<file path="src/rtl/ntt_mult_pipe.sv">
// ntt_mult_pipe
//   Two-stage valid/ready pipelined multiplier for NTT residue operands.
//   S1 registers the operand pair and tag. S2 registers the full unsigned
//   product and tag. out_* are driven from S2 registers only. Operands at or
//   above PRIME are still multiplied and forwarded, but they set the sticky
//   range_err flag. When err_clr and a new range error occur in the same
//   cycle, the new error wins.
//
//   Optional feature: define NTT_MULT_PIPE_SKID_EN to add a one-entry input
//   skid buffer. in_ready then comes straight from a flop and has no
//   combinational path from out_ready.
//
// Parameters
//   WIDTH  residue word width (product bus is 2*WIDTH+1 bits)
//   TAG_W  sideband tag width
//   PRIME  modulus; legal operands are 0..PRIME-1
//
// Ports
//   clk        clock, rising edge
//   rst_n      asynchronous active-low reset
//   in_valid   operand beat present
//   in_ready   beat accepted when in_valid && in_ready at the clock edge
//   in_a/in_b  unsigned residue operands
//   in_tag     sideband tag
//   out_valid  product beat present
//   out_ready  downstream accepts beat
//   out_prod   zero-extended product in_a*in_b
//   out_tag    tag of the beat on out_prod
//   range_err  sticky out-of-range operand flag
//   err_clr    synchronous clear of range_err
module ntt_mult_pipe #(
    parameter int unsigned WIDTH = 18,
    parameter int unsigned TAG_W = 8,
    parameter int unsigned PRIME = 65537
) (
    input  logic                 clk,
    input  logic                 rst_n,
    input  logic                 in_valid,
    output logic                 in_ready,
    input  logic [WIDTH-1:0]     in_a,
    input  logic [WIDTH-1:0]     in_b,
    input  logic [TAG_W-1:0]     in_tag,
    output logic                 out_valid,
    input  logic                 out_ready,
    output logic [2*WIDTH:0]     out_prod,
    output logic [TAG_W-1:0]     out_tag,
    output logic                 range_err,
    input  logic                 err_clr
);

    localparam logic [WIDTH-1:0] PRIME_W = WIDTH'(PRIME);

    logic                 s1_valid_q;
    logic [WIDTH-1:0]     s1_a_q;
    logic [WIDTH-1:0]     s1_b_q;
    logic [TAG_W-1:0]     s1_tag_q;

    logic                 s2_valid_q;
    logic [2*WIDTH:0]     s2_prod_q;
    logic [TAG_W-1:0]     s2_tag_q;

    logic                 range_err_q;
    logic                 range_err_d;

    logic                 s2_adv;
    logic                 s1_adv;
    logic                 accept;
    logic                 op_bad;

    // Source feeding S1: the live input, or the skid entry when one is held.
    logic                 src_valid;
    logic [WIDTH-1:0]     src_a;
    logic [WIDTH-1:0]     src_b;
    logic [TAG_W-1:0]     src_tag;

    logic [2*WIDTH-1:0]   mul;

    assign s2_adv = ~s2_valid_q | out_ready;
    assign s1_adv = ~s1_valid_q | s2_adv;

`ifdef NTT_MULT_PIPE_SKID_EN
    logic                 skid_valid_q;
    logic                 skid_valid_d;
    logic [WIDTH-1:0]     skid_a_q;
    logic [WIDTH-1:0]     skid_b_q;
    logic [TAG_W-1:0]     skid_tag_q;
    logic                 in_ready_q;

    assign in_ready = in_ready_q;
    assign accept   = in_valid & in_ready_q;

    // A held skid entry always drains into S1 before any new input is taken.
    // in_ready_q is low whenever the skid is full, so accept is never set at
    // the same time as a held entry.
    always_comb begin
        if (skid_valid_q) begin
            src_valid    = 1'b1;
            src_a        = skid_a_q;
            src_b        = skid_b_q;
            src_tag      = skid_tag_q;
            skid_valid_d = ~s1_adv;
        end else begin
            src_valid    = accept;
            src_a        = in_a;
            src_b        = in_b;
            src_tag      = in_tag;
            skid_valid_d = accept & ~s1_adv;
        end
    end

    always_ff @(posedge clk or negedge rst_n) begin
        if (!rst_n) begin
            skid_valid_q <= 1'b0;
            skid_a_q     <= '0;
            skid_b_q     <= '0;
            skid_tag_q   <= '0;
            in_ready_q   <= 1'b0;
        end else begin
            skid_valid_q <= skid_valid_d;
            in_ready_q   <= ~skid_valid_d;
            if (accept && !s1_adv) begin
                skid_a_q   <= in_a;
                skid_b_q   <= in_b;
                skid_tag_q <= in_tag;
            end
        end
    end
`else
    // alive_q holds in_ready low while in reset and for no longer than the
    // first edge after release.
    logic                 alive_q;

    always_ff @(posedge clk or negedge rst_n) begin
        if (!rst_n) begin
            alive_q <= 1'b0;
        end else begin
            alive_q <= 1'b1;
        end
    end

    assign in_ready = alive_q & s1_adv;
    assign accept   = in_valid & in_ready;

    always_comb begin
        src_valid = accept;
        src_a     = in_a;
        src_b     = in_b;
        src_tag   = in_tag;
    end
`endif

    always_comb begin
        op_bad      = accept & ((in_a >= PRIME_W) | (in_b >= PRIME_W));
        range_err_d = op_bad | (range_err_q & ~err_clr);
        mul         = {{WIDTH{1'b0}}, s1_a_q} * {{WIDTH{1'b0}}, s1_b_q};
    end

    always_ff @(posedge clk or negedge rst_n) begin
        if (!rst_n) begin
            s1_valid_q <= 1'b0;
            s1_a_q     <= '0;
            s1_b_q     <= '0;
            s1_tag_q   <= '0;
        end else if (s1_adv) begin
            s1_valid_q <= src_valid;
            if (src_valid) begin
                s1_a_q   <= src_a;
                s1_b_q   <= src_b;
                s1_tag_q <= src_tag;
            end
        end
    end

    always_ff @(posedge clk or negedge rst_n) begin
        if (!rst_n) begin
            s2_valid_q <= 1'b0;
            s2_prod_q  <= '0;
            s2_tag_q   <= '0;
        end else if (s2_adv) begin
            s2_valid_q <= s1_valid_q;
            if (s1_valid_q) begin
                s2_prod_q <= {1'b0, mul};
                s2_tag_q  <= s1_tag_q;
            end
        end
    end

    always_ff @(posedge clk or negedge rst_n) begin
        if (!rst_n) begin
            range_err_q <= 1'b0;
        end else begin
            range_err_q <= range_err_d;
        end
    end

    assign out_valid = s2_valid_q;
    assign out_prod  = s2_prod_q;
    assign out_tag   = s2_tag_q;
    assign range_err = range_err_q;

endmodule

</file>
<file path="config.mk">
export PLATFORM = sky130hd
export DESIGN_NAME = ntt_mult_pipe
export DESIGN_NICKNAME = d
export VERILOG_FILES = /design/src/rtl/ntt_mult_pipe.sv
export SDC_FILE = /design/constraint.sdc
export NUM_CORES = 1
export LEC_CHECK = 0
export BUFFER_PORTS_ARGS = -buffer_cell sky130_fd_sc_hd__buf_2
export CAP_MARGIN = 10
export CORE_ASPECT_RATIO = 1.75
export CORE_MARGIN = 8
export CORE_UTILIZATION = 46
export CTS_CLUSTER_DIAMETER = 150
export CTS_CLUSTER_SIZE = 20
export DETAILED_ROUTE_END_ITERATION = 12
export PLACE_DENSITY_LB_ADDON = 0.15
export SKIP_CTS_REPAIR_TIMING = 1
export SLEW_MARGIN = 20
export SYNTH_ARGS = -nofsm -noshare
export SYNTH_HDL_FRONTEND = slang
export SYNTH_SLANG_ARGS = --single-unit
</file>
<file path="constraint.sdc">
create_clock -name clk -period 6.45 [get_ports clk]
set_input_delay 0.645 -clock clk [delete_from_list [all_inputs] [get_ports clk]]
set_output_delay 0.645 -clock clk [all_outputs]
set_load 0.005 [all_outputs]
</file>
==> impl_metrics.json, run 1 <==
{
  "netlist_instances": 1513,
  "routedWlPerCell_um": 18.2,
  "wl_met2_um": 18700,
  "report.final.hold_viol_count": 0,
  "finalNetCount": 1980,
  "timing.slew.headroom_pct": 40.2,
  "via_count": 10100,
  "yosys_warnings": 0,
  "layout.cells.most_common_list": "303 x inv_1, 272 x nand2_1, 256 x fa_1",
  "clock.fmax_mhz": 162,
  "drc": 0,
  "syn-num-nets": 1928,
  "worst_pin_slew_ns": 0.897,
  "chipWidth_um": 148,
  "antenna_left": 0,
  "highest_layer": "met5",
  "totalNegativeSetupSlack_ns": 0,
  "core_area_mm2": 0.0301,
  "worst_clock_skew_ns": 0.0163,
  "pin_count_of_the_biggest_net_entering_global_routing": 69,
  "synth_xor_xnor_area_share_pct": 1.50,
  "dieArea_mm2": 0.0366,
  "synth_compound_gate_area_share_pct": 5.68,
  "cts_tree": "built",
  "detail_route.wirelength_um": 35600,
  "die_h_um": 247,
  "crit-reg2reg-capture": "out_prod[34]$_DFFE_PN0P_",
  "drt-initial-drc-count": 422,
  "postSynth.asyncResetShare_pct": 100,
  "setup_viol_count_final": 0,
  "cp_cell_sequence": "and2_1, fa_1, inv_1, fa_1, fa_1, inv_1, fa_1, fa_1, inv_1, fa_1, inv_1, ha_1, a21oi_1, o21ai_1, nor3_1, o21ai_1, a31o_2, a41oi_1, xor2_1, o21ai_0",
  "proportion_of_layout_cells_with_a_drive_suffix_above_1_pct": 13.9,
  "ys_seq_elements": 92,
  "place.port_buffers": 95,
  "post-route-period-util_pct": 95.8,
  "synthesis.area_per_instance_um2": 9.29,
  "dpl_cell_area_mm2": 0.0149,
  "pin_count": 97,
  "synth.top_cells.by_area": "fa_1 36%, dfrtp_1 16%, ha_1 9.8%, inv_1 8.1%, nand2_1 7.3%",
  "initial_antenna_violation_count": 2,
  "global_route.overflow_total": 0,
  "rr_startpoint": "s1_b_q[3]$_DFFE_PN0P_",
  "synthSimpleGateAreaFrac_pct": 16.1,
  "syn_area_mm2": 0.0141,
  "ctsLongestPathBuffers": 2,
  "crit_path_top_delay_cell": "dfrtp_2",
  "numClockSinks": 92,
  "post_synth_fa_ha_maj_area_fraction_pct": 46.3,
  "clk-insertion-delay-late_ns": 0.37,
  "drt-pass1-iter-count": 5,
  "grt_usage_pct": 20.9,
  "cts.root.buffer_cell": "clkbuf_16",
  "syn2layout_area_growth_pct": 8.42,
  "kind_of_start_point_of_the_critical_path": "flip-flop",
  "number_of_global_route_vias_before_repair": 11100,
  "grt_setup_unrepaired": "false",
  "worst-r2r-cell-count": 20,
  "outcome": "completed",
  "vias_per_cell": 5.16,
  "timing.reg2reg.setup_slack_ns": 0.27,
  "place_congestion": 0.911,
  "worstPathMaxFanout": 19,
  "cts_buffers": 9,
  "critical_path.most_common_cell": "fa_1",
  "maxCapViolCount": 0,
  "wl_met1_um": 14700,
  "dp.final_hpwl_um": 29600,
  "grt_first_pass_wirelength_um": 60100,
  "dr_wl_met3_um": 1490,
  "timing.critical_path.required_ns": 6.69,
  "delay_of_the_slowest_critical_path_stage_ns": 0.57,
  "floorplan_row_count": 84,
  "endpoint_kind": "flip-flop",
  "yosys_most_used_dff": "dfrtp_1",
  "floorplan.initialDensity_pct": 46.7,
  "filler_cell_count": 2904,
  "worst-endpoint-arrival_ns": 6.42,
  "criticalPathCategory": "flip-flop to flip-flop",
  "synth_enable_flop_cells": 0,
  "synth.area.mux_share_pct": 3.53,
  "layout_min_cycle_time_ns": 6.18,
  "final_max_slew_viol_count": 0,
  "netlist-cell-type-count": 56,
  "synth_top_area_share_pct": 36.5,
  "min_path_type": "primary input to asynchronous set/reset pin",
  "critPathBufInv": 4,
  "final_cell_area_mm2": 0.0152,
  "synth_seq_area_share_pct": 16.4,
  "leading_cell_type_in_the_layout_fill_and_taps_excluded": "inv_1",
  "synth.largest_area_cell": "fa_1",
  "family_with_the_most_delay_on_the_worst_path": "adder cells",
  "clock_tree.htree_level_count": 3,
  "clkSlewWorstSetupHoldPaths_ns": 0.08,
  "synth_top_family_by_area": "adder cells"
}
==> layout make-up <==
class | count | area (um^2) | share of cell area, %
multi-input cells | 1035 | 10300 | 67.5
flip-flops and latches | 92 | 2320 | 15.3
inverters | 303 | 1140 | 7.47
repair buffers | 124 | 696 | 4.57
well taps | 387 | 484 | 3.18
clock buffers | 11 | 243 | 1.59
clock inverters | 5 | 61.3 | 0.402
diodes | 2 | 5.00 | 0.0329
==> Yosys cell counts (all sizes together), types with 4 or more instances <==
cell / n
a211oi: 5
a21o: 8
a21oi: 27
and2: 144
and3: 4
clkbuf: 80
dfrtp: 92
fa: 256
ha: 110
inv: 303
mux2: 44
nand2: 275
nand2b: 5
nand3: 6
nand4: 6
nor2: 14
nor3: 10
nor4: 9
o21a: 10
o21ai: 41
o21bai: 4
o31ai: 6
xnor2: 11
xor2: 13
==> metrics by stage <==
step           setup WS [ns]  cells  hold slack, ns  util (%)
2_1_floorplan          0.682   1513           0.349         -
3_3_place_gp           0.200   1941           0.442      49.6
3_5_place_dp           0.156   1941           0.453      49.6
4_1_cts                0.141   1957           0.182      50.6
5_1_grt               0.0165   1957           0.202      50.7
6_report               0.272   1959           0.181      50.7
==> metal layers <==
metal  up-vias  global-route usage [%]
met5         -                       0
met2       182                    37.5
met3        42                    3.04
met1      5231                    25.6
li1       4647                       -
met4         2                    6.09
==> registers in the layout, summed over array words and instances (netlist names) <==
register,flops
alive_q,1
out_prod,36
out_tag,8
out_valid,1
range_err,1
s1_a_q,18
s1_b_q,18
s1_tag_q,8
s1_valid_q,1
==> worst reg2reg max path, delay by kind of cell (launching register included) <==
family          cells  cell delay (ns)
fa+ha+maj           7             3.38
simple gates        2             0.45
buf+inv             4             0.21
xor+xnor            1             0.23
flops               1             0.57
compound gates      6             1.23
==> cell families after synthesis <==
logic type / after synthesis
DFF: 92
buffers and inverters: 386
and+or+nand+nor: 479
xor gates and xnor gates: 24
AOI/OAI and AO/OA: 120
adders and majority gates: 366
other: 2
muxes: 44
==> worst max-delay path by stage <==
stage / from / to / depth (start not counted)
final: s1_b_q[3]$_DFFE_PN0P_ / out_prod[34]$_DFFE_PN0P_ / 20
after floorplan: s1_b_q[9]$_DFFE_PN0P_ / out_prod[28]$_DFFE_PN0P_ / 20
after detailed placement: s1_b_q[7]$_DFFE_PN0P_ / out_prod[34]$_DFFE_PN0P_ / 20
after CTS: s1_b_q[5]$_DFFE_PN0P_ / out_prod[34]$_DFFE_PN0P_ / 19
after global routing: s1_a_q[4]$_DFFE_PN0P_ / out_prod[34]$_DFFE_PN0P_ / 20
after global placement: s1_b_q[5]$_DFFE_PN0P_ / out_prod[34]$_DFFE_PN0P_ / 19
Power of run 1 is left out: the tool's default activity adds up to more than one toggle a clock period on the data nets, which glitch-free logic cannot reach.
==> inputs of run 2 (changes only) <==
==> constraint.sdc (replaced) <==
create_clock -name clk -period 5.13 [get_ports clk]
set_input_delay 0.513 -clock clk [delete_from_list [all_inputs] [get_ports clk]]
set_output_delay 0.513 -clock clk [all_outputs]
set_load 0.005 [all_outputs]
==> impl_metrics.json, run 2 (synthesis results as in run 1) <==
{
  "cts_tree": "built",
  "floorplan.initialDensity_pct": 46.7,
  "proportion_of_layout_cells_with_a_drive_suffix_above_1_pct": 24.7,
  "timing.slew.headroom_pct": 26.5,
  "dp.final_hpwl_um": 32100,
  "min_path_type": "primary input to asynchronous set/reset pin",
  "endpoint_kind": "flip-flop",
  "timing.reg2reg.setup_slack_ns": -0.75,
  "post-route-period-util_pct": 115,
  "instances_no_fill": 2098,
  "pin_count_of_the_biggest_net_entering_global_routing": 75,
  "layout_min_cycle_time_ns": 5.88,
  "clock.fmax_mhz": 170,
  "numClockSinks": 92,
  "routedWlPerCell_um": 17.9,
  "final_max_slew_viol_count": 0,
  "ctsLongestPathBuffers": 2,
  "antenna_left": 0,
  "place.port_buffers": 95,
  "cts_buffers": 9,
  "initial_antenna_violation_count": 0,
  "clock_tree.htree_level_count": 3,
  "clk-insertion-delay-late_ns": 0.38,
  "largest_register_ff_count": 36,
  "cp_cell_sequence": "buf_12, and2_1, fa_1, inv_1, fa_1, fa_1, inv_1, fa_1, fa_1, inv_1, fa_1, inv_2, ha_4, nand2_4, o311ai_2, o21ai_2, o2bb2a_4, a31oi_4, o21ai_2, a2111o_1, nand3_1",
  "setup.worst_path.start": "s1_b_q[6]$_DFFE_PN0P_",
  "place_congestion": 0.868,
  "core_area_mm2": 0.0301,
  "critPathBufInv": 5,
  "outcome": "complete, but fails checks",
  "delay_of_the_slowest_critical_path_stage_ns": 0.54,
  "dieArea_mm2": 0.0366,
  "filler_cell_count": 2778,
  "die_h_um": 247,
  "worst_clock_skew_ns": 0.0209,
  "rr_startpoint": "s1_b_q[6]$_DFFE_PN0P_",
  "number_of_gates_on_the_worst_path_with_buffers_counted": 21,
  "dp.cells": 2072,
  "vias_per_cell": 5.08,
  "layout.cells.most_common_list": "300 x inv_1, 265 x nand2_1, 252 x fa_1",
  "kind_of_start_point_of_the_critical_path": "flip-flop",
  "leading_cell_type_in_the_layout_fill_and_taps_excluded": "inv_1",
  "family_with_the_most_delay_on_the_worst_path": "adder cells",
  "n_antenna_cell": 0,
  "pin_count": 97,
  "drc": 0,
  "worst-endpoint-arrival_ns": 6.18,
  "grt_setup_unrepaired": "true",
  "number_of_global_route_vias_before_repair": 11900,
  "syn2layout_area_growth_pct": 20.4,
  "maxCapViolCount": 0,
  "worstPathMaxFanout": 9,
  "clkSlewWorstSetupHoldPaths_ns": 0.08,
  "grt_usage_pct": 21.9,
  "timing.critical_path.required_ns": 5.43,
  "drt-initial-drc-count": 460,
  "global_route.overflow_total": 0,
  "chipWidth_um": 148,
  "critical_path.most_common_cell": "fa_1",
  "drt-pass1-iter-count": 5,
  "finalNetCount": 2122,
  "report.final.hold_viol_count": 0,
  "worst_pin_slew_ns": 1.09,
  "final.setup.worst_slack_ns": -0.747,
  "grt_first_pass_wirelength_um": 62400,
  "worst-r2r-cell-count": 21,
  "detail_route.wirelength_um": 37600,
  "crit_path_top_delay_cell": "fa_1",
  "floorplan_row_count": 84,
  "violations": "negative setup slack",
  "via_count": 10700,
  "criticalPathCategory": "flip-flop to flip-flop",
  "cts.root.buffer_cell": "clkbuf_16",
  "setup_viol_count_final": 23
}
-- run 2: cell type report --
cell class | count | area (um^2) | share of cell area (%)
clock inverter | 4 | 33.8 | 0.200
tap | 387 | 484 | 2.86
sequential | 92 | 2320 | 13.7
timing repair buffer | 266 | 1950 | 11.5
multi-input combinational | 1035 | 10700 | 63.4
clock buffer | 11 | 253 | 1.49
inverter | 303 | 1140 | 6.72
-- run 2: final timing paths --
kind                                            endpoint
worst max-delay path            out_prod[33]$_DFFE_PN0P_
worst min-delay path               s1_b_q[8]$_DFFE_PN0P_
worst max register to register  out_prod[33]$_DFFE_PN0P_
worst min register to register    out_tag[1]$_DFFE_PN0P_
max in group asynchronous         s1_a_q[13]$_DFFE_PN0P_
min in group clk                     range_err$_DFF_PN0_
-- run 2: stage by stage --
step	instance area, um^2	hold slack (ns)	setup WS (ns)	setup TNS [ns]	util (%)
finish	16900	0.229	-0.747	-11.08	56.3
detailed placement	16300	0.454	-1.07	-16.94	54.2
CTS	16600	0.256	-1.13	-18.07	55.2
global route	16900	0.294	-0.907	-15.79	56.3
global placement	16300	0.442	-1.03	-16.54	54.2
floorplan	14700	0.217	-0.264	-1.54	-
-- run 2: per-layer routing --
metal	GRT usage (%)	up-vias	part of all wire (%)	wire length, um
met5	0	-	0	0
met4	8.10	0	3.3	1260
met3	3.75	75	4.7	1750
met2	38.8	243	52	19500
met1	26.0	5405	40	15100
li1	-	4927	-	-
Power of run 2 is left out for the same reason.
